==> src/rtl/uart_tx_core_pkg.sv <==
// Shared types for the UART transmit path: parity modes, FSM states and default frame width.
package uart_tx_core_pkg;

    localparam int DATA_WIDTH_DEF = 8;

    typedef enum logic [1:0] {
        PAR_NONE = 2'b00,
        PAR_EVEN = 2'b01,
        PAR_ODD  = 2'b10,
        PAR_RSVD = 2'b11
    } parity_e;

    typedef enum logic [2:0] {
        ST_IDLE   = 3'd0,
        ST_START  = 3'd1,
        ST_DATA   = 3'd2,
        ST_PARITY = 3'd3,
        ST_STOP   = 3'd4
    } tx_state_e;

    // The reserved encoding falls back to no parity bit.
    function automatic logic parity_enabled(input parity_e mode);
        return (mode == PAR_EVEN) || (mode == PAR_ODD);
    endfunction

endpackage

==> src/rtl/uart_tx_core_if.sv <==
// Host-side handshake and serial-line bundle of the UART transmitter.
interface uart_tx_core_if
    import uart_tx_core_pkg::*;
#(
    parameter int DATA_WIDTH = DATA_WIDTH_DEF
);
    logic [DATA_WIDTH-1:0] TX_DIN;
    logic                  TX_VALID;
    logic                  TX_READY;
    logic [1:0]            PARITY_SEL;
    logic                  STOP2;
    logic                  TX_DATA;
    logic                  TX_BUSY;

    modport master (
        output TX_DIN, TX_VALID, PARITY_SEL, STOP2,
        input  TX_READY, TX_DATA, TX_BUSY
    );

    modport slave (
        input  TX_DIN, TX_VALID, PARITY_SEL, STOP2,
        output TX_READY, TX_DATA, TX_BUSY
    );
endinterface

==> src/rtl/uart_baud_tick.sv <==
// Bit-period timer: counts 0..CLKS_PER_BIT-1 and pulses tick on the last cycle of each period.
module uart_baud_tick #(
    parameter int CLKS_PER_BIT = 16
) (
    input  logic clk,
    input  logic rst_n,
    input  logic clr,
    output logic tick
);
    localparam int CNT_W = $clog2(CLKS_PER_BIT);

    logic [CNT_W-1:0] cnt;

    assign tick = !clr && (cnt == CNT_W'(CLKS_PER_BIT - 1));

    always_ff @(posedge clk or negedge rst_n) begin
        if (!rst_n) begin
            cnt <= '0;
        end else if (clr || tick) begin
            cnt <= '0;
        end else begin
            cnt <= cnt + 1'b1;
        end
    end
endmodule

==> src/rtl/uart_tx_core.sv <==
// UART transmitter: valid/ready intake, start/data/parity/stop framing, registered serial output.
module uart_tx_core
    import uart_tx_core_pkg::*;
#(
    parameter int DATA_WIDTH   = DATA_WIDTH_DEF,
    parameter int CLKS_PER_BIT = 16
) (
    input  logic           TX_CLK,
    input  logic           TX_RST_N,
    uart_tx_core_if.slave  bus
);
    localparam int BC_W = $clog2(DATA_WIDTH);

    tx_state_e             state_q, state_d;
    logic [BC_W-1:0]       bit_cnt_q, bit_cnt_d;
    logic [DATA_WIDTH-1:0] shreg_q, shreg_d;
    logic                  par_en_q, par_en_d;
    logic                  par_bit_q, par_bit_d;
    logic                  stop2_q, stop2_d;
    logic                  line_q, line_d;
    logic                  tick;
    logic                  baud_clr;

    function automatic logic calc_parity(input logic [DATA_WIDTH-1:0] word, input parity_e mode);
        return (^word) ^ (mode == PAR_ODD);
    endfunction

    assign baud_clr     = (state_q == ST_IDLE);
    assign bus.TX_READY = (state_q == ST_IDLE);
    assign bus.TX_BUSY  = (state_q != ST_IDLE);
    assign bus.TX_DATA  = line_q;

    uart_baud_tick #(
        .CLKS_PER_BIT(CLKS_PER_BIT)
    ) u_baud (
        .clk  (TX_CLK),
        .rst_n(TX_RST_N),
        .clr  (baud_clr),
        .tick (tick)
    );

    always_comb begin
        state_d   = state_q;
        bit_cnt_d = bit_cnt_q;
        shreg_d   = shreg_q;
        par_en_d  = par_en_q;
        par_bit_d = par_bit_q;
        stop2_d   = stop2_q;
        unique case (state_q)
            ST_IDLE: begin
                if (bus.TX_VALID) begin
                    state_d   = ST_START;
                    bit_cnt_d = '0;
                    shreg_d   = bus.TX_DIN;
                    par_en_d  = parity_enabled(parity_e'(bus.PARITY_SEL));
                    par_bit_d = calc_parity(bus.TX_DIN, parity_e'(bus.PARITY_SEL));
                    stop2_d   = bus.STOP2;
                end
            end
            ST_START: begin
                if (tick) begin
                    state_d   = ST_DATA;
                    bit_cnt_d = '0;
                end
            end
            ST_DATA: begin
                if (tick) begin
                    shreg_d = shreg_q >> 1;
                    if (bit_cnt_q == BC_W'(DATA_WIDTH - 1)) begin
                        bit_cnt_d = '0;
                        state_d   = par_en_q ? ST_PARITY : ST_STOP;
                    end else begin
                        bit_cnt_d = bit_cnt_q + 1'b1;
                    end
                end
            end
            ST_PARITY: begin
                if (tick) begin
                    state_d   = ST_STOP;
                    bit_cnt_d = '0;
                end
            end
            ST_STOP: begin
                if (tick) begin
                    if (stop2_q && (bit_cnt_q == '0)) begin
                        bit_cnt_d = BC_W'(1);
                    end else begin
                        state_d = ST_IDLE;
                    end
                end
            end
            default: state_d = ST_IDLE;
        endcase
    end

    // Line level is derived from the next state so the flop presents each bit on its first cycle.
    always_comb begin
        line_d = 1'b1;
        unique case (state_d)
            ST_START:  line_d = 1'b0;
            ST_DATA:   line_d = shreg_d[0];
            ST_PARITY: line_d = par_bit_d;
            default:   line_d = 1'b1;
        endcase
    end

    always_ff @(posedge TX_CLK or negedge TX_RST_N) begin
        if (!TX_RST_N) begin
            state_q   <= ST_IDLE;
            bit_cnt_q <= '0;
            line_q    <= 1'b1;
        end else begin
            state_q   <= state_d;
            bit_cnt_q <= bit_cnt_d;
            line_q    <= line_d;
        end
    end

    always_ff @(posedge TX_CLK) begin
        shreg_q   <= shreg_d;
        par_en_q  <= par_en_d;
        par_bit_q <= par_bit_d;
        stop2_q   <= stop2_d;
    end
endmodule

==> src/flat_wrapper.sv <==
// flat-port wrapper written by rule: the top's interface ports become plain ports
module uart_tx_core_flat import uart_tx_core_pkg::*;
#(
    parameter int DATA_WIDTH   = DATA_WIDTH_DEF,
    parameter int CLKS_PER_BIT = 16
)
  (TX_CLK, TX_RST_N, bus_TX_DIN, bus_TX_VALID, bus_PARITY_SEL, bus_STOP2, bus_TX_READY, bus_TX_DATA, bus_TX_BUSY);
  uart_tx_core_if #(.DATA_WIDTH(DATA_WIDTH)) bus_i ();
  input  logic TX_CLK;
  input  logic TX_RST_N;
  input wire logic [$bits(bus_i.TX_DIN)-1:0] bus_TX_DIN;
  input wire logic [$bits(bus_i.TX_VALID)-1:0] bus_TX_VALID;
  input wire logic [$bits(bus_i.PARITY_SEL)-1:0] bus_PARITY_SEL;
  input wire logic [$bits(bus_i.STOP2)-1:0] bus_STOP2;
  output wire logic [$bits(bus_i.TX_READY)-1:0] bus_TX_READY;
  output wire logic [$bits(bus_i.TX_DATA)-1:0] bus_TX_DATA;
  output wire logic [$bits(bus_i.TX_BUSY)-1:0] bus_TX_BUSY;
  assign bus_i.TX_DIN = bus_TX_DIN;
  assign bus_i.TX_VALID = bus_TX_VALID;
  assign bus_i.PARITY_SEL = bus_PARITY_SEL;
  assign bus_i.STOP2 = bus_STOP2;
  assign bus_TX_READY = bus_i.TX_READY;
  assign bus_TX_DATA = bus_i.TX_DATA;
  assign bus_TX_BUSY = bus_i.TX_BUSY;
  uart_tx_core #(.DATA_WIDTH(DATA_WIDTH), .CLKS_PER_BIT(CLKS_PER_BIT)) u_core (.TX_CLK(TX_CLK), .TX_RST_N(TX_RST_N), .bus(bus_i));
endmodule
==> config.mk <==
export PLATFORM = sky130hd
export DESIGN_NAME = uart_tx_core_flat
export DESIGN_NICKNAME = d
export VERILOG_FILES = /design/src/rtl/uart_tx_core_pkg.sv /design/src/rtl/uart_tx_core_if.sv /design/src/rtl/uart_baud_tick.sv /design/src/rtl/uart_tx_core.sv /design/src/flat_wrapper.sv
export SDC_FILE = /design/constraint.sdc
export NUM_CORES = 1
export LEC_CHECK = 0
export CORE_MARGIN = 2
export CORE_UTILIZATION = 35
export CTS_BUF_LIST = sky130_fd_sc_hd__clkbuf_4 sky130_fd_sc_hd__clkbuf_8
export DETAILED_ROUTE_END_ITERATION = 8
export REMOVE_ABC_BUFFERS = 1
export SYNTH_ARGS = -nofsm -noshare
export SYNTH_HDL_FRONTEND = slang
export SYNTH_SLANG_ARGS = --single-unit
==> constraint.sdc <==
create_clock -name TX_CLK -period 2.4 [get_ports TX_CLK]
set_input_delay 0.48 -clock TX_CLK [delete_from_list [all_inputs] [get_ports TX_CLK]]
set_output_delay 0.48 -clock TX_CLK [all_outputs]
set_load 0.01 [all_outputs]
# --- After elaboration in Yosys (flattened, before gate mapping) ---
# Cells that the tools add are included.
op_classes:
  bitwise_logic: 1
  n_addsub: 2
  n_eq_ne: 16
  n_mux: 23
  n_reduce_logical: 15
op_table:
  columns: ["cell", "count"]
  rows:
  - ["3-bit 2-to-1 mux", 14]
  - ["8-bit 2-to-1 mux", 2]
  - ["8-bit case mux with 2 select lines", 1]
  - ["3-bit case mux with 5 select lines", 1]
  - ["3-bit by 2-bit == test with 1-bit output (second input constant)", 4]
  - ["3-bit case mux with 4 select lines", 1]
  - ["8-bit XOR reduction", 1]
  - ["3-bit by 1-bit == test with 1-bit output (second input constant)", 2]
  - ["3-bit == test (second input constant)", 2]
  - ["3-bit zero test", 2]
  - ["2-bit != test (second input constant)", 3]
  - ["6-bit AND reduction", 1]
  - ["4-bit by 1-bit adder with 4-bit output (second input constant)", 1]
  - ["4-bit == test (second input constant)", 1]
  - ["4-bit 2-to-1 mux", 1]
  - ["2-bit by 1-bit != test with 1-bit output (second input constant)", 2]
  - ["4-bit nonzero test", 1]
  - ["3-bit by 1-bit adder with 3-bit output (second input constant)", 1]
  - ["1-bit case mux with 3 select lines", 1]
  - ["3-bit AND reduction", 1]
  - ["3-bit nonzero test", 1]
  - ["2-bit by 1-bit == test with 1-bit output (second input constant)", 1]
  - ["2-bit == test (second input constant)", 1]
  - ["1-bit logical AND", 2]
  - ["7 further kinds", 9]
totals:
  elab_cells: 66
  output_inout_bits: 3
  ff_bits: 22

# --- Logic depth before layout (Yosys ltp) ---
depth:
  word_depth: 7
  ltp_mapped: 8
  depth_no_buf: 7

# --- Hierarchy ---
# From an unflattened synthesis, not the netlist that was laid out.
hier_totals:
  cells_unflattened: 106
  area_unflattened_um2: 1209.9
modules_own_cells:
  columns: ["mod", "area_each_um2", "instances", "seq_area_each_um2", "cells_each"]
  rows:
  - ["uart_tx_core", 1034.7, 1, 486.7, 91]
  - ["uart_baud_tick", 175.2, 1, 100.1, 15]

# --- Worst setup path after synthesis ---
# OpenSTA, ideal clock, no wires.
synth_timing:
  kind: "register to register"
  start: "register u_core.u_baud.cnt[0]"
  end: "register u_core.bit_cnt_q[0]"
  arrival_time_ps: 1604
  path_buffers: 1
  path_slack_ps: 672
  required_ps: 2275
  synth_period_minus_slack_ps: 1728
  setup_time_ps: 125
  stages_incl_launch_ff: 8
  path_cell_list: "dfrtp_1 -> ha_1 -> and3_1 -> buf_6 -> mux2i_1 -> nor2_1 -> a21oi_2 -> mux2_2"
synth_between:
  elab_chain_cells: 4
  word_cells_on_any_way: 6
synth_rtl:
  columns: ["element", "line", "rtl"]
  rows:
  - ["start: declaration", "uart_baud_tick.sv:12", "logic [CNT_W-1:0] cnt;"]
  - ["start signal: assignment", "uart_baud_tick.sv:22", "cnt <= cnt + 1'b1;"]
  - ["4-bit == test *", "uart_baud_tick.sv:14", "assign tick = !clr && (cnt == CNT_W'(CLKS_PER_BIT - 1));"]
  - ["1-bit logical AND *", "uart_baud_tick.sv:14", null]
  - ["2-bit != test (no source line) / 2-bit by 1-bit != test with 1-bit output (equally long branches)", null, null]
  - ["6-bit AND reduction (no source line) *", null, null]
  - ["end signal: assignment", "uart_tx_core.sv:114", "bit_cnt_q <= bit_cnt_d;"]
  - ["end: declaration", "uart_tx_core.sv:15", "logic [BC_W-1:0] bit_cnt_q, bit_cnt_d;"]
# Every way passes the cells marked *; elsewhere a longest branch is shown, timed or not.
# A chain may end at the register's enable or synchronous reset.

# --- Worst setup path in the final report ---
layout_timing:
  start: "register u_core.state_q[0]"
  end: "output bus_TX_READY"
layout_between:
  elab_chain_cells: 1
layout_rtl:
  columns: ["element", "line", "rtl"]
  rows:
  - ["start: declaration", "uart_tx_core.sv:14", "tx_state_e state_q, state_d;"]
  - ["start signal: assignment", "uart_tx_core.sv:113", "state_q <= state_d;"]
  - ["3-bit zero test", "uart_tx_core.sv:29", "assign bus.TX_READY = (state_q == ST_IDLE);"]
  - ["end: declaration", "flat_wrapper.sv:15", "output wire logic [$bits(bus_i.TX_READY)-1:0] bus_TX_READY;"]
# No other way between the ends.

==> flow_metrics.py <==
metrics = {
    "status": {
        "status": "complete, no violations",
    },
    "die": {
        "ios": 17,
        "die_w_um": 62.9,
        "rows": 21,
        "dieArea_mm2": 0.00396,
        "die_h_um": 62.9,
        "initial_core_util": 0.364,
        "core_area_mm2": 0.00334,
    },
    "placement": {
        "portBuffers": 16,
        "gp_congestion": 0.735,
        "dpl.hpwl_um": 1720,
        "placed_cell_area_mm2": 0.00142,
        "pre_cts_slack_ps": 371,
    },
    "clocking": {
        "cts.reportedPaths.clkPinSlew_ps": 120,
        "cts_resized": 0,
        "cts_root_buffer": "clkbuf_4",
        "cts_tree": "yes",
        "cts_sinks": 22,
        "numCtsBuffers": 3,
        "cts_buffer_depth": 2,
        "cts_hold_buffers": 0,
        "htree_levels": 1,
        "post_cts_buffers": 0,
        "clk_latency_ps": 310,
    },
    "pwr": {
        "powerDensity_mw_per_mm2": 915,
        "vdd_ir_drop_max_v": 0.000401,
        "p_int_w": 0.000839,
        "power.share.combinational": 0.413,
        "power.switching_w": 0.000485,
        "p_leak_nw": 0.605,
        "pwr-share-clk": 0.144,
        "p_sw_frac": 0.366,
        "seqPwrFrac": 0.443,
    },
    "grt": {
        "grt_max_degree": 13,
        "groute.usage.overall": 0.127,
        "grt_pass1_wl_um": 3880,
        "grt_pass1_vias": 824,
        "antenna_found_initial": 0,
        "grt.overflow.total": 0,
    },
    "drt": {
        "vias": 873,
        "drc_errors": 0,
        "wl_um": 2260,
        "drt_pass1_iterations": 4,
        "avgRoutedWirePerCell_um": 13.1,
        "ant_nets": 0,
        "routed_via_density": 5.08,
        "drt-initial-drc-count": 33,
    },
    "sta": {
        "slew_viol_final": 0,
        "rsz0062_at_grt": "false",
        "fin_setup_tns_ps": 0,
        "tightest_slew_ps": 534,
        "fmax_mhz": 440,
        "setup_violations": 0,
        "postLayoutSetupSlackWorst_ps": 126,
        "slew_headroom": 0.643,
        "hold_viol": 0,
        "fin_crit_sh": 0.948,
        "fin_crit_ps": 2270,
        "fin_skew_ps": 3.26,
    },
    "yosys": {
        "netlist_area_mm2": 0.00122,
        "ys_ff_latch": 22,
        "synthArstFlopShare": 0.500,
        "yosysSeqAreaShare": 0.483,
        "synth_edf_count": 9,
        "ys_types": 45,
        "yosys_warnings": 0,
        "synth.avg_cell_area_um2": 11.3,
        "synthFlopType": "dfrtp_1",
        "synthCells": 108,
    },
    "setup_path": {
        "max_stage_delay_ps": 530,
        "regToRegSetupSlack_ps": 470,
        "crit_type": "reg2out",
        "rr_startpoint": "u_core.u_baud.cnt[0]",
        "cpMaxStageDelayCell": "clkdlybuf4s50_1",
        "cp.arrival_ps": 1790,
        "crit_path_end_kind": "output port",
        "timing.rr.end": "u_core.bit_cnt_q[0]",
        "path_cells": "nor2_4, nand2_1, inv_1, clkdlybuf4s50_1",
        "crit_family": "buffers and inverters",
        "crit_required_ps": 1920,
        "ff2ff_path_depth": 6,
        "start_kind": "flop",
        "critPathBufInv": 2,
        "crit_fanout": 9,
    },
    "flow_run": {
        "cap_violations": 0,
    },
    "finish": {
        "drive_above_1_share": 0.167,
        "n_antenna_cell": 0,
        "final_area_mm2": 0.00145,
        "final_nets": 146,
        "syn_to_final_growth_pct": 19.0,
    },
    "worst_hold_path": {
        "hp-start": "u_core.par_bit_q",
        "whs_path_depth": 2,
        "hold_end": "u_core.bus.TX_DATA",
        "worstHoldPathType": "reg2reg",
    },
}
layout make-up:
| cell class | count | area, µm² |
|---|---|---|
| flip-flops and latches | 22 | 587 |
| multi-input cells | 74 | 569 |
| clock buffers | 4 | 30.0 |
| repair buffers | 17 | 168 |
| inverters | 9 | 36.3 |
| well taps | 46 | 57.6 |
| fillers | 333 | 1890 |
synthesized netlist by cell type (2+ instances only):
cell / instances / share of area
a22o_1: 2 / 0.014
a32oi_1: 4 / 0.029
and3_1: 3 / 0.015
dfrtp_1: 10 / 0.21
dfxtp_1: 2 / 0.033
edfxtp_1: 9 / 0.22
ha_1: 5 / 0.051
inv_1: 8 / 0.025
mux2_2: 2 / 0.019
mux2i_1: 2 / 0.016
nand2_1: 7 / 0.022
nand3_1: 2 / 0.0082
nor2_1: 11 / 0.034
o21ai_0: 2 / 0.0082
xnor2_1: 8 / 0.058
xor2_1: 2 / 0.014
per-layer routing:
| metal | vias up | GRT usage | wire length (µm) |
|---|---|---|---|
| met1 | 417 | 0.169 | 1020 |
| met5 | - | 0 | 0 |
| met2 | 29 | 0.193 | 1040 |
| met3 | 4 | 0.0432 | 163 |
| met4 | 0 | 0.0444 | 33 |
| li1 | 423 | - | - |
cell families (layout without fill, tap and decap cells):
kind of cell               count (synthesis)  after routing  synth area share
xor gates and xnor gates                  10             10            0.0720
DFF                                       22             22             0.483
buffers and inverters                     12             30            0.0494
adders and majority gates                  5              5            0.0514
AOI/OAI and AO/OA                         17             17             0.119
and+or+nand+nor                           38             38             0.190
muxes                                      4              4            0.0350
how the worst max path moves through the flow:
| stage | start | to | slack (ps) | cells after the start |
|---|---|---|---|---|
| floorplan | u_core.u_baud.cnt[0] | u_core.bit_cnt_q[0] | 700 | 6 |
| global placement | bus_PARITY_SEL[0] | u_core.par_bit_q | 380 | 8 |
| detailed placement | bus_TX_VALID | u_core.bus.TX_DATA | 370 | 8 |
| CTS | u_core.state_q[0] | bus_TX_READY | 90 | 4 |
| global route | u_core.state_q[0] | bus_TX_READY | 20 | 4 |
| finish | u_core.state_q[0] | bus_TX_READY | 130 | 4 |
cells in the final DEF (no fill, tap or decap), drive strengths merged, types with 2 or more instances in the layout:
cell type,count
a21oi,2
a22o,2
a32oi,4
and3,3
clkbuf,4
clkdlybuf4s50,16
dfrtp,10
dfxtp,2
edfxtp,9
ha,5
inv,9
mux2,2
mux2i,2
nand2,8
nand3,3
nor2,12
nor3,2
o21ai,2
or2,2
xnor2,8
xor2,2
through the flow:
stage	utilization	instances	total power, W	hold WS, ps
floorplan	-	105	0.000966	184
global placement	0.425	168	0.00114	434
detailed placement	0.425	168	0.00115	447
CTS	0.434	172	0.00134	466
global route	0.434	172	0.00144	490
finish	0.434	172	0.00132	453
flip-flops by register name, summed over array words and instances (netlist names):
name,count
u_core.shreg_q,8
u_core.u_baud.cnt,4
u_core.bit_cnt_q,3
u_core.state_q,3
u_core.bus.TX_DATA,1
u_core.par_bit_q,1
u_core.par_en_q,1
u_core.stop2_q,1
power by group through the flow:
stage                     registers [W]  logic (W)  clock network (W)
after floorplan                0.000599   0.000368                  0
after global placement         0.000593   0.000543                  0
after detailed placement       0.000595   0.000553                  0
after CTS                      0.000586   0.000557           0.000202
after global routing           0.000604   0.000619           0.000218
final                          0.000586   0.000547           0.000191
tightest hold or removal path: stages, from the launching register on:
cell and delay (ps):
dfxtp_1 330, nand3_1 70, a22oi_1 60
No activity file was read; power rests on OpenSTA's default activity.
